`config.mk`:
```
export PLATFORM = sky130hd
export DESIGN_NAME = mc_ctrl
export DESIGN_NICKNAME = d
export VERILOG_FILES = /design/src/rtl/mc_pkg.sv /design/src/rtl/mc_decode.sv /design/src/rtl/mc_ctrl.sv
export SDC_FILE = /design/constraint.sdc
export NUM_CORES = 1
export LEC_CHECK = 0
export BUFFER_PORTS_ARGS = -buffer_cell sky130_fd_sc_hd__clkbuf_2
export CAP_MARGIN = 5
export CORE_UTILIZATION = 48
export DETAILED_ROUTE_END_ITERATION = 10
export PLACE_DENSITY = 0.77
export REMOVE_ABC_BUFFERS = 1
export SETUP_SLACK_MARGIN = 0.05
export SYNTH_ARGS = -nofsm -noshare
export SYNTH_HDL_FRONTEND = slang
export SYNTH_SLANG_ARGS = --single-unit
```
`constraint.sdc`:
```
create_clock -name clk -period 2 [get_ports clk]
set_clock_uncertainty 0.1 [all_clocks]
set_input_delay 0.2 -clock clk [delete_from_list [all_inputs] [get_ports clk]]
set_output_delay 0.2 -clock clk [all_outputs]
set_load 0.02 [all_outputs]
```
`src/rtl/mc_pkg.sv`:
```
// mc_pkg: shared state, opcode/funct and datapath select encodings for the multi-cycle controller
package mc_pkg;

    typedef enum logic [3:0] {
        S_FETCH  = 4'd0,
        S_DECODE = 4'd1,
        S_EXE    = 4'd2,
        S_MEM_RD = 4'd3,
        S_MEM_WR = 4'd4,
        S_WB     = 4'd5,
        S_BR     = 4'd6,
        S_JMP    = 4'd7,
        S_MDWAIT = 4'd8
    } state_t;

    typedef enum logic [3:0] {
        C_UNK, C_ALU, C_LW, C_SW, C_BEQ, C_J, C_JAL, C_JR, C_MD, C_MF
    } cls_t;

    localparam logic [5:0] OP_RTYPE = 6'h00;
    localparam logic [5:0] OP_J     = 6'h02;
    localparam logic [5:0] OP_JAL   = 6'h03;
    localparam logic [5:0] OP_BEQ   = 6'h04;
    localparam logic [5:0] OP_ORI   = 6'h0D;
    localparam logic [5:0] OP_LUI   = 6'h0F;
    localparam logic [5:0] OP_LW    = 6'h23;
    localparam logic [5:0] OP_SW    = 6'h2B;

    localparam logic [5:0] F_JR    = 6'h08;
    localparam logic [5:0] F_MFHI  = 6'h10;
    localparam logic [5:0] F_MFLO  = 6'h12;
    localparam logic [5:0] F_MULT  = 6'h18;
    localparam logic [5:0] F_MULTU = 6'h19;
    localparam logic [5:0] F_DIV   = 6'h1A;
    localparam logic [5:0] F_DIVU  = 6'h1B;
    localparam logic [5:0] F_ADDU  = 6'h21;
    localparam logic [5:0] F_SUBU  = 6'h23;
    localparam logic [5:0] F_AND   = 6'h24;
    localparam logic [5:0] F_OR    = 6'h25;
    localparam logic [5:0] F_SLT   = 6'h2A;

    localparam logic [2:0] NPC_PC4 = 3'd0;
    localparam logic [2:0] NPC_BR  = 3'd1;
    localparam logic [2:0] NPC_J   = 3'd2;
    localparam logic [2:0] NPC_JR  = 3'd3;

    localparam logic [3:0] ALU_ADD = 4'd0;
    localparam logic [3:0] ALU_SUB = 4'd1;
    localparam logic [3:0] ALU_AND = 4'd2;
    localparam logic [3:0] ALU_OR  = 4'd3;
    localparam logic [3:0] ALU_SLT = 4'd4;

    localparam logic [2:0] EXT_ZERO = 3'd0;
    localparam logic [2:0] EXT_SIGN = 3'd1;
    localparam logic [2:0] EXT_LUI  = 3'd2;

    localparam logic [2:0] ALU_B_RD2 = 3'd0;
    localparam logic [2:0] ALU_B_EXT = 3'd1;

    localparam logic [2:0] RF_A3_RD = 3'd0;
    localparam logic [2:0] RF_A3_RT = 3'd1;
    localparam logic [2:0] RF_A3_31 = 3'd2;

    localparam logic [2:0] RF_WD_ALU = 3'd0;
    localparam logic [2:0] RF_WD_DM  = 3'd1;
    localparam logic [2:0] RF_WD_PC4 = 3'd2;
    localparam logic [2:0] RF_WD_EXT = 3'd3;
    localparam logic [2:0] RF_WD_HI  = 3'd4;
    localparam logic [2:0] RF_WD_LO  = 3'd5;

    localparam logic [1:0] MD_MULT  = 2'd0;
    localparam logic [1:0] MD_MULTU = 2'd1;
    localparam logic [1:0] MD_DIV   = 2'd2;
    localparam logic [1:0] MD_DIVU  = 2'd3;

    typedef struct packed {
        cls_t       cls;
        logic [2:0] jmp_op;
        logic [3:0] alu_op;
        logic [2:0] ext_op;
        logic [2:0] alu_b_sel;
        logic [2:0] rf_a3_sel;
        logic [2:0] rf_wd_sel;
        logic [1:0] md_op;
    } dec_t;

endpackage

```
`src/rtl/mc_decode.sv`:
```
// mc_decode: combinational op/funct decode into instruction class and datapath selects
module mc_decode
    import mc_pkg::*;
#(
    parameter bit MD_EN = 1'b1
) (
    input  logic [5:0] op,
    input  logic [5:0] funct,
    output dec_t       dec
);

    // class and selects; unsupported encodings stay C_UNK and retire as a nop
    always_comb begin
        dec = '{cls: C_UNK, jmp_op: NPC_J, alu_op: ALU_ADD, ext_op: EXT_SIGN, alu_b_sel: ALU_B_RD2,
                rf_a3_sel: RF_A3_RD, rf_wd_sel: RF_WD_ALU, md_op: funct[1:0]};
        case (op)
            OP_RTYPE: begin
                case (funct)
                    F_ADDU: dec.cls = C_ALU;
                    F_SUBU: begin dec.cls = C_ALU; dec.alu_op = ALU_SUB; end
                    F_AND:  begin dec.cls = C_ALU; dec.alu_op = ALU_AND; end
                    F_OR:   begin dec.cls = C_ALU; dec.alu_op = ALU_OR; end
                    F_SLT:  begin dec.cls = C_ALU; dec.alu_op = ALU_SLT; end
                    F_JR:   begin dec.cls = C_JR; dec.jmp_op = NPC_JR; end
                    F_MFHI: begin dec.cls = MD_EN ? C_MF : C_UNK; dec.rf_wd_sel = RF_WD_HI; end
                    F_MFLO: begin dec.cls = MD_EN ? C_MF : C_UNK; dec.rf_wd_sel = RF_WD_LO; end
                    F_MULT, F_MULTU, F_DIV, F_DIVU: dec.cls = MD_EN ? C_MD : C_UNK;
                    default: ;
                endcase
            end
            OP_ORI: begin
                dec.cls       = C_ALU;
                dec.alu_op    = ALU_OR;
                dec.ext_op    = EXT_ZERO;
                dec.alu_b_sel = ALU_B_EXT;
                dec.rf_a3_sel = RF_A3_RT;
            end
            OP_LUI: begin
                dec.cls       = C_ALU;
                dec.ext_op    = EXT_LUI;
                dec.alu_b_sel = ALU_B_EXT;
                dec.rf_a3_sel = RF_A3_RT;
                dec.rf_wd_sel = RF_WD_EXT;
            end
            OP_LW: begin
                dec.cls       = C_LW;
                dec.alu_b_sel = ALU_B_EXT;
                dec.rf_a3_sel = RF_A3_RT;
                dec.rf_wd_sel = RF_WD_DM;
            end
            OP_SW: begin
                dec.cls       = C_SW;
                dec.alu_b_sel = ALU_B_EXT;
            end
            OP_BEQ: begin
                dec.cls    = C_BEQ;
                dec.alu_op = ALU_SUB;
            end
            OP_J: dec.cls = C_J;
            OP_JAL: begin
                dec.cls       = C_JAL;
                dec.rf_a3_sel = RF_A3_31;
                dec.rf_wd_sel = RF_WD_PC4;
            end
            default: ;
        endcase
    end

endmodule

```
`src/rtl/mc_ctrl.sv`:
```
// mc_ctrl: multi-cycle MIPS control FSM with memory wait and mult/div stall handling
module mc_ctrl
    import mc_pkg::*;
#(
    parameter int unsigned MEM_WAIT = 0,
    parameter bit          MD_EN    = 1'b1
) (
    input  logic       clk,
    input  logic       reset,
    input  logic [5:0] op,
    input  logic [5:0] funct,
    input  logic       cmp,
    input  logic       md_busy,
    output logic [3:0] state,
    output logic       ir_wr,
    output logic       pc_wr,
    output logic       rf_wr,
    output logic       dm_wr,
    output logic       md_start,
    output logic [1:0] md_op,
    output logic [2:0] npc_op,
    output logic [3:0] alu_op,
    output logic [2:0] ext_op,
    output logic [2:0] alu_b_sel,
    output logic [2:0] rf_a3_sel,
    output logic [2:0] rf_wd_sel
);

    state_t     state_q, state_d;
    logic [3:0] wcnt_q, wcnt_d;
    dec_t       dec;
    logic       md_stall, mem_st, mem_last;

    mc_decode #(.MD_EN(MD_EN)) u_decode (.op(op), .funct(funct), .dec(dec));

    assign md_stall  = (dec.cls == C_MD || dec.cls == C_MF) && md_busy;
    assign mem_st    = state_q == S_MEM_RD || state_q == S_MEM_WR;
    assign mem_last  = wcnt_q == 4'(MEM_WAIT);
    assign wcnt_d    = (mem_st && !mem_last) ? wcnt_q + 4'd1 : 4'd0;
    assign state     = state_q;
    assign md_op     = dec.md_op;
    assign alu_op    = dec.alu_op;
    assign ext_op    = dec.ext_op;
    assign alu_b_sel = dec.alu_b_sel;
    assign rf_a3_sel = dec.rf_a3_sel;
    assign rf_wd_sel = dec.rf_wd_sel;

    // next state and Moore enables; reset suppresses every enable in its own cycle
    always_comb begin
        state_d  = state_q;
        ir_wr    = 1'b0;
        pc_wr    = 1'b0;
        rf_wr    = 1'b0;
        dm_wr    = 1'b0;
        md_start = 1'b0;
        npc_op   = NPC_PC4;
        case (state_q)
            S_FETCH: begin
                ir_wr   = 1'b1;
                state_d = S_DECODE;
            end
            S_DECODE: begin
                pc_wr = dec.cls == C_UNK;
                if (!md_stall)
                    state_d = dec.cls == C_UNK ? S_FETCH :
                              dec.cls == C_BEQ ? S_BR :
                              (dec.cls == C_J || dec.cls == C_JAL || dec.cls == C_JR) ? S_JMP :
                              dec.cls == C_MF ? S_WB : S_EXE;
            end
            S_EXE: begin
                md_start = dec.cls == C_MD;
                state_d  = dec.cls == C_LW ? S_MEM_RD :
                           dec.cls == C_SW ? S_MEM_WR :
                           dec.cls == C_MD ? S_MDWAIT : S_WB;
            end
            S_MEM_RD: if (mem_last) state_d = S_WB;
            S_MEM_WR: begin
                dm_wr = mem_last;
                pc_wr = mem_last;
                if (mem_last) state_d = S_FETCH;
            end
            S_WB: begin
                rf_wr   = 1'b1;
                pc_wr   = 1'b1;
                state_d = S_FETCH;
            end
            S_BR: begin
                pc_wr   = 1'b1;
                npc_op  = cmp ? NPC_BR : NPC_PC4;
                state_d = S_FETCH;
            end
            S_JMP: begin
                pc_wr   = 1'b1;
                npc_op  = dec.jmp_op;
                rf_wr   = dec.cls == C_JAL;
                state_d = S_FETCH;
            end
            S_MDWAIT: begin
                pc_wr = !md_busy;
                if (!md_busy) state_d = S_FETCH;
            end
            default: state_d = S_FETCH;
        endcase
        if (reset) begin
            ir_wr    = 1'b0;
            pc_wr    = 1'b0;
            rf_wr    = 1'b0;
            dm_wr    = 1'b0;
            md_start = 1'b0;
        end
    end

    // state and memory wait counter registers
    always_ff @(posedge clk) begin
        if (reset) begin
            state_q <= S_FETCH;
            wcnt_q  <= 4'd0;
        end else begin
            state_q <= state_d;
            wcnt_q  <= wcnt_d;
        end
    end

endmodule

```
-- After elaboration in Yosys (flattened, before gate mapping)
Index checks and enable logic that the tools add are counted.
- add/sub/neg operators: 1
- equality and inequality tests: 39
- mux-type cells: 35
- bitwise logic cells: 1
- reduce and logical (&&, ||, !) cells: 21
- operators by type and width (cell ; number):
    $eq 6x6->1 const B ; 7
    $eq 6x5->1 const B ; 6
    $eq 4x3->1 const B ; 8
    $mux 4 ; 7
    $pmux 4 s7 ; 1
    $pmux 3 s4 ; 2
    $pmux 4 s6 ; 1
    $eq 6x4->1 const B ; 3
    $eq 4x2->1 const B ; 4
    $pmux 4 s4 ; 1
    $eq 4x4->1 const B ; 3
    $eq 6x2->1 const B ; 2
    $logic_not 4->1 ; 3
    $mux 1 ; 12
    $mux 3 ; 4
    $pmux 3 s2 ; 2
    $pmux 3 s3 ; 1
    $ne 2x2->1 const B ; 4
    $pmux 2 s2 ; 2
    $reduce_or 4->1 ; 2
    $eq 6x3->1 const B ; 1
    $logic_not 6->1 ; 1
    $reduce_or 2->1 ; 3
    $reduce_or 3->1 ; 2
    10 further kinds ; 15
- bits in registers: 8
- input bits: 16
- output and inout port bits: 30
- word-level logic and storage cells: 99

-- Depth between registers and ports, before layout
Gate-level depths: netlist of run 1.
- depth in word-level cells: 12
- gate-level depth with buffers: 8
- mapped depth without buffers: 8

-- Modules after synthesis
Synthesis of run 1 repeated with hierarchy kept, for this count alone.
- cells, all modules: 166
- area total of the unflattened synthesis: 1144.8 um^2
- modules (own cells, without submodules) (module ; instances ; cells an instance ; area an instance (um^2) ; seq. area each (um^2)):
    mc_ctrl ; 1 ; 89 ; 669.4 ; 160.2
    mc_decode ; 1 ; 77 ; 475.5 ; 0.0

-- Least setup slack after synthesis of run 1
Ideal clock, no wire load.
- path kind: input-to-output
- from: in op[0]
- to: out rf_wd_sel[0]
- data arrival time: 1.891 ns
- data required time: 1.700 ns
- slack: -0.191 ns
- stages on the path: 5
- path buffers: 1
- cell sequence: buf_2 > nor3_1 > nand2_1 > nor4_1 > a211o_1
- word-level cells in the longest chain between the ends: 2
- elaborated cells on any way between the ends: 5
- classes of those cells: eq/ne (3); mux (1); reduce/logical (1)
- RTL lines (what ; line ; RTL):
    start, declared ; mc_ctrl.sv:10 ; input logic [5:0] op,
    $eq 6x2->1, or another cell as far along ; mc_decode.sv:16 ; case (op)
    $pmux 3 s4 * ; mc_decode.sv:16 ;
    end, declared ; mc_ctrl.sv:26 ; output logic [2:0] rf_wd_sel
Mark *: on every way between the ends. The rest lies on a longest branch, timed or not.

-- Worst setup path in the final report of run 1
- from: in funct[5]
- to: out pc_wr
- word-level cells in the longest chain between the ends: 7
- elaborated cells on any way between the ends: 20
- classes of those cells: eq/ne (12); mux (4); reduce/logical (4)
- RTL lines (what ; line ; RTL):
    start, declared ; mc_ctrl.sv:11 ; input logic [5:0] funct,
    $eq 6x6->1 / $eq 6x5->1 (equally long branches) ; mc_decode.sv:18 ; case (funct)
    $reduce_or 5->1 (no source line), or another cell as far along ; -- ;
    $pmux 4 s4 * ; mc_decode.sv:18 ;
    $pmux 4 s7 * ; mc_decode.sv:16 ;
    $logic_not 4->1 * ; mc_ctrl.sv:63 ; pc_wr = dec.cls == C_UNK;
    $pmux 1 s4 * ; mc_ctrl.sv:57 ; case (state_q)
    $mux 1 * ; mc_ctrl.sv:104 ; if (reset) begin
    end, declared ; mc_ctrl.sv:16 ; output logic pc_wr,
Marks and branches as above.

==> results.py, run 1 <==
metrics = {
    "power_and_ir_drop": {
        "pwr-share-comb_pct": 40.0,
        "total_power_uw": 500,
        "pwr-share-clk_pct": 25.8,
        "intPower_uw": 308,
        "ir_worst_vdd_mv": 0.192,
        "seqPwrFrac_pct": 34.1,
        "switchingPower_uw": 192,
        "powerDensity_nw_per_um2": 329,
        "switching_share_pct": 38.4,
        "p_leak_uw": 0.000693,
    },
    "layout": {
        "utilization_pct": 74.4,
        "drive_above_1_share_pct": 40.8,
        "diodes": 0,
        "final_nets": 231,
        "area_growth_pct": 40.6,
        "fin_cells": 238,
    },
    "timing": {
        "slew_headroom_pct": 52.5,
        "setup_viol": 2,
        "rsz0062_at_grt": "yes",
        "hold_viol_final": 0,
        "fmax_mhz": 493,
        "timing.final.ws_setup_ns": -0.0292,
        "whs_ns": 0.144,
        "period_needed_ns": 2.03,
        "finalMaxSlewViolations": 0,
        "worstMarginPinSlew_ns": 0.707,
        "fin_crit_sh_pct": 101,
    },
    "clocking": {
        "clk_pin_slew_ns": 0.06,
        "hold_buffers": 0,
        "clk_path_buf_depth": 2,
        "root_buffer": "clkbuf_4",
        "cts_inserted_buffers": 3,
        "htreeDepth": 1,
        "clk_latency_ns": 0.26,
        "cts_tree": "yes",
        "clkSinkCount": 8,
    },
    "global_route": {
        "grt_pass1_vias": 1214,
        "track_usage_pct": 27.3,
        "antenna_found_initial": 0,
        "grt_max_degree": 12,
        "grt_pass1_wl_mm": 5.24,
        "grt_remaining_overflow": 0,
    },
    "route": {
        "wl_mm": 4.04,
        "route.met2.wl_mm": 1.85,
        "dr.max_layer_used": "met4",
        "post_drt_wl_per_cell_um": 17.0,
        "dr.pass1.iters": 7,
        "drcViolationCount": 0,
        "wl_met1_mm": 1.44,
        "drt_iter0_markers": 95,
        "vias_per_cell": 6.27,
        "vias": 1493,
        "met3_length_um": 433,
        "ant_nets": 0,
    },
    "logic_synthesis": {
        "yosysWarnings": 0,
        "synth_seq_cells": 8,
        "synth_area_per_cell_um2": 6.76,
        "synth_edf_count": 0,
        "ys_types": 45,
        "synth-async-reset-ratio_pct": 0,
        "syn_inst": 160,
        "synth_ff_type": "dfxtp_1",
        "ys_seq_area_share_pct": 14.8,
        "syn_area_um2": 1080,
    },
    "placement": {
        "gp_congestion": 1.00,
        "io_buffers": 39,
        "post-dp-hpwl_mm": 2.47,
        "post-place-cells": 233,
        "place_worst_setup_slack_ns": -0.0431,
    },
    "worst_setup_path": {
        "worst_setup_path_end_kind": "primary output",
        "criticalPathCategory": "input pin to primary output",
        "cp.arrival_ns": 1.73,
        "critPathRequiredTime_ns": 1.70,
        "worst-path-max-fanout": 6,
        "cp-start-kind": "input pin",
    },
    "die": {
        "core-area_um2": 2040,
        "io_pins": 46,
        "die_y_um": 49.5,
        "die_area_um2": 2450,
        "rows": 16,
        "fp.dieW_um": 49.5,
        "initial_core_util_pct": 52.9,
    },
    "run_status": {
        "status": "finished with violations",
        "violations": "setup timing",
    },
    "hold_path": {
        "hold_path.class": "input pin to flip-flop",
    },
    "run": {
        "maxCapViolations": 0,
    },
}
[registers in the layout (all words and copies together) (netlist names)]
signal / count
wcnt_q: 4
state: 4
[area by class of cell]
| cell class | count | area (um^2) |
|---|---|---|
| fill | 164 | 522 |
| timing repair buffer | 57 | 348 |
| inverter | 7 | 26.3 |
| sequential | 8 | 166 |
| multi-input combinational | 136 | 923 |
| clock buffer | 3 | 22.5 |
| tap | 27 | 33.8 |
[synth_stat cells, types with 2 or more instances]
master    instances  area (um^2)
nor2_1           18         67.6
buf_4             8         60.1
and3_1            4         25.0
inv_1             7         26.3
or3b_1            2         17.5
buf_2             6         30.0
a211oi_2          2         25.0
nor3b_1           3         22.5
a21o_1            2         15.0
nand3b_1          5         37.5
o21ai_0           5         25.0
dfxtp_1           8          160
o31ai_1           2         15.0
nand2b_1          7         43.8
nand3_1           8         40.0
nor2b_1           4         25.0
nand2_1          15         56.3
and4_1            2         17.5
ha_1              2         25.0
nor4_1            5         31.3
nor3_1           10         50.1
a21oi_1           6         30.0
and2_1            4         25.0
xor2_1            2         17.5
xnor2_1           3         26.3
[repair_timing]
| item | 4_1_cts | 5_1_grt |
|---|---|---|
| endpoints found under the setup margin | 6 | 9 |
| setup buffers | 2 | 1 |
| pin swaps | 2 | 6 |
| endpoints found under the hold margin | 0 | 0 |
| gates resized for setup | 13 | 29 |
[cells in the final DEF (no fill, tap or decap), drive strengths merged, types with 2 or more instances in the layout]
master / n
nand3: 8
xor2: 2
inv: 7
a21o: 2
nor3: 11
ha: 2
and4: 2
nor3b: 3
a21oi: 6
conb: 6
or3b: 2
nand2: 15
and3: 4
and2: 4
nor2: 18
nand2b: 7
o31ai: 2
a211oi: 3
o21ai: 5
nand3b: 5
buf: 23
clkbuf: 37
nor4: 5
nor2b: 4
dfxtp: 8
xnor2: 3
[final timing paths]
| check | depth (start not counted) | startpoint | endpoint | slack [ns] |
|---|---|---|---|---|
| max | 8 | funct[5] | pc_wr | -0.03 |
| min | 3 | md_busy | state[3] | 0.14 |
| max reg2reg | 6 | state[3] | state[2] | 0.02 |
| min reg2reg | 2 | wcnt_q[0] | wcnt_q[0] | 0.41 |
[logic make-up (layout without fill, tap and decap cells)]
kind of cell / Yosys count / after routing / synth area share, %
buffers and inverters: 21 / 67 / 10.8
adder cells (fa/ha/maj): 2 / 2 / 2.31
flip-flops: 8 / 8 / 14.8
XOR/XNOR: 5 / 5 / 4.05
AND/OR/NAND/NOR: 94 / 94 / 47.9
AO/OA/AOI/OAI: 29 / 29 / 19.8
other: 1 / 6 / 0.347
[power by group through the flow]
stage	Sequential (uW)	Clock (uW)	Combinational (uW)
2_1_floorplan	174	0	80.5
3_3_place_gp	172	0	162
3_5_place_dp	173	0	167
4_1_cts	170	125	175
5_1_grt	171	138	211
6_report	171	129	200
[through the flow]
step	setup TNS, ns	instance area, um^2
3_5_place_dp	-0.0431	1360
3_3_place_gp	0	1360
5_1_grt	-0.174	1520
4_1_cts	0	1430
6_report	-0.0303	1520
2_1_floorplan	-0.0774	1010
[routing by layer]
metal | vias up | track usage [%]
met5 | - | 0
met4 | 0 | 11.0
met3 | 46 | 2.16
met2 | 141 | 50.7
met1 | 638 | 32.0
li1 | 668 | -
[worst max-delay path, stage by stage]
cell and delay [ns]:
clkbuf_2 0.14, or3b_4 0.41, nor3_4 0.26, a221o_1 0.26
nor3_2 0.08, a31oi_1 0.16, nor3_1 0.07, buf_4 0.16
(Power assumes the default switching activity.)
==> run 2: changes to the inputs <==
- CORE_UTILIZATION: 48 -> 35
- PLACE_DENSITY: 0.77 -> 0.59
==> results.py, run 2 (synthesis results as in run 1) <==
metrics = {
    "global_route": {
        "grt_pass1_wl_mm": 5.14,
        "grt_remaining_overflow": 0,
        "track_usage_pct": 19.4,
        "grt_max_degree": 12,
        "grt_pass1_vias": 1208,
        "antenna_found_initial": 0,
    },
    "worst_setup_path": {
        "worst_setup_path_end_kind": "primary output",
        "cp.arrival_ns": 1.62,
        "cpPeakStageDelay_ns": 0.34,
        "criticalPathCategory": "input pin to primary output",
        "cp-start-kind": "input pin",
        "critPathRequiredTime_ns": 1.70,
        "worst-path-max-fanout": 6,
        "crit_top_cell": "buf_4",
        "crit_chain": "clkbuf_2 -> buf_4 -> nand2b_1 -> a21o_1 -> a211oi_1 -> nor3_2 -> a31oi_1 -> nor3_1 -> buf_4",
        "slowest_stage": "a211oi_1",
    },
    "run_status": {
        "status": "finished with violations",
        "violations": "DRC",
    },
    "power_and_ir_drop": {
        "ir_worst_vdd_mv": 0.169,
        "total_power_uw": 492,
        "powerDensity_nw_per_um2": 310,
        "intPower_uw": 315,
        "pwr-share-comb_pct": 41.0,
        "pwr-share-clk_pct": 24.6,
        "switching_share_pct": 35.9,
        "switchingPower_uw": 177,
        "seqPwrFrac_pct": 34.4,
        "p_leak_uw": 0.000730,
    },
    "clocking": {
        "clk_path_buf_depth": 2,
        "root_buffer": "clkbuf_4",
        "cts_inserted_buffers": 3,
        "hold_buffers": 0,
        "htreeDepth": 1,
        "cts_tree": "yes",
        "clk_latency_ns": 0.25,
        "clk_pin_slew_ns": 0.05,
        "clkSinkCount": 8,
    },
    "placement": {
        "gp_congestion": 0.902,
        "post-dp-hpwl_mm": 2.59,
        "io_buffers": 39,
        "postPlaceCellArea_um2": 1410,
        "post-place-cells": 243,
    },
    "die": {
        "die_y_um": 57.6,
        "fp.dieW_um": 57.6,
        "initial_core_util_pct": 38.2,
        "core-area_um2": 2830,
        "io_pins": 46,
        "die_area_um2": 3310,
        "rows": 19,
    },
    "layout": {
        "final_common_cell": "clkbuf_2",
        "final_cell_mix": "clkbuf_2, buf_4, nor2_1, nand2_1, nand3_1",
        "postLayoutCellArea_um2": 1590,
        "final_nets": 238,
        "diodes": 0,
        "area_growth_pct": 46.6,
        "drive_above_1_share_pct": 40.4,
        "fin_cells": 249,
    },
    "route": {
        "post_drt_wl_per_cell_um": 13.9,
        "vias_per_cell": 5.53,
        "drt_iter0_markers": 75,
        "wl_mm": 3.46,
        "ant_nets": 0,
        "dr.pass1.iters": 7,
        "drcViolationCount": 5,
        "vias": 1377,
    },
    "timing": {
        "fin_tns_setup_ns": 0,
        "period_needed_ns": 1.92,
        "finalMaxSlewViolations": 0,
        "rsz0062_at_grt": "yes",
        "fmax_mhz": 520,
        "fin_crit_sh_pct": 96.1,
        "hold_viol_final": 0,
        "setup_viol": 0,
        "whs_ns": 0.125,
    },
    "hold_path": {
        "hold_path.class": "input pin to flip-flop",
    },
    "run": {
        "maxCapViolations": 0,
    },
}
## run 2: cell count changes in the layout (fill, tap and decap cells not counted), moves of 2 or more
cell and delta:
dfxtp_1 +2, buf_4 +5, inv_2 -2, buf_6 +3, inv_1 +2, dfxtp_2 -2
## run 2: power groups by stage
stage | sequential [uW] | combinational, uW | clock (uW)
after floorplan | 174 | 80.5 | 0
after global placement | 171 | 172 | 0
after detailed placement | 172 | 175 | 0
after CTS | 168 | 179 | 126
after global routing | 170 | 218 | 133
final | 169 | 202 | 121
## run 2: metal layers
layer | wire length [um] | GRT usage (%) | share of wire [%] | up-vias
met5 | 0 | 0 | 0 | -
met4 | 10 | 2.79 | 0.29 | 0
met3 | 165 | 3.40 | 4.8 | 2
met2 | 1750 | 35.2 | 51 | 46
met1 | 1530 | 24.2 | 44 | 647
li1 | - | - | - | 682
## run 2: layout make-up
| class | count | area, um^2 |
|---|---|---|
| fillers | 262 | 1240 |
| multi-input cells | 136 | 922 |
| repair buffers | 64 | 412 |
| flip-flops and latches | 8 | 164 |
| well taps | 31 | 38.8 |
| inverters | 7 | 26.3 |
| clock buffers | 3 | 22.5 |
## run 2: path summary, 6_finish.rpt
check             startpoint   endpoint  slack [ns]  depth (start not counted)
hold reg to reg    wcnt_q[0]  wcnt_q[0]        0.41                          2
hold / removal         reset   state[3]        0.12                          2
setup / recovery    funct[1]      pc_wr        0.08                          9
setup reg to reg    state[0]   state[0]        0.11                          6
## run 2: what timing repair did
action,in CTS,in global routing
setup buffers,2,2
resized for setup,8,31
endpoints found under the setup margin,3,10
hold endpoints to repair,0,0
pin swaps,2,8
## run 2: critical path: cells and delay by family
kind	cells	cell delay, ns
buffers and inverters	3	0.41
and+or+nand+nor	3	0.35
AOI/OAI and AO/OA	3	0.67
## run 2: through the flow
step | worst slack, ns | utilization [%]
floorplan | -0.0774 | -
global placement | 0.0369 | 49.8
detailed placement | -0.00388 | 49.8
CTS | 0.0163 | 51.8
global route | -0.0296 | 56.0
finish | 0.0771 | 56.0
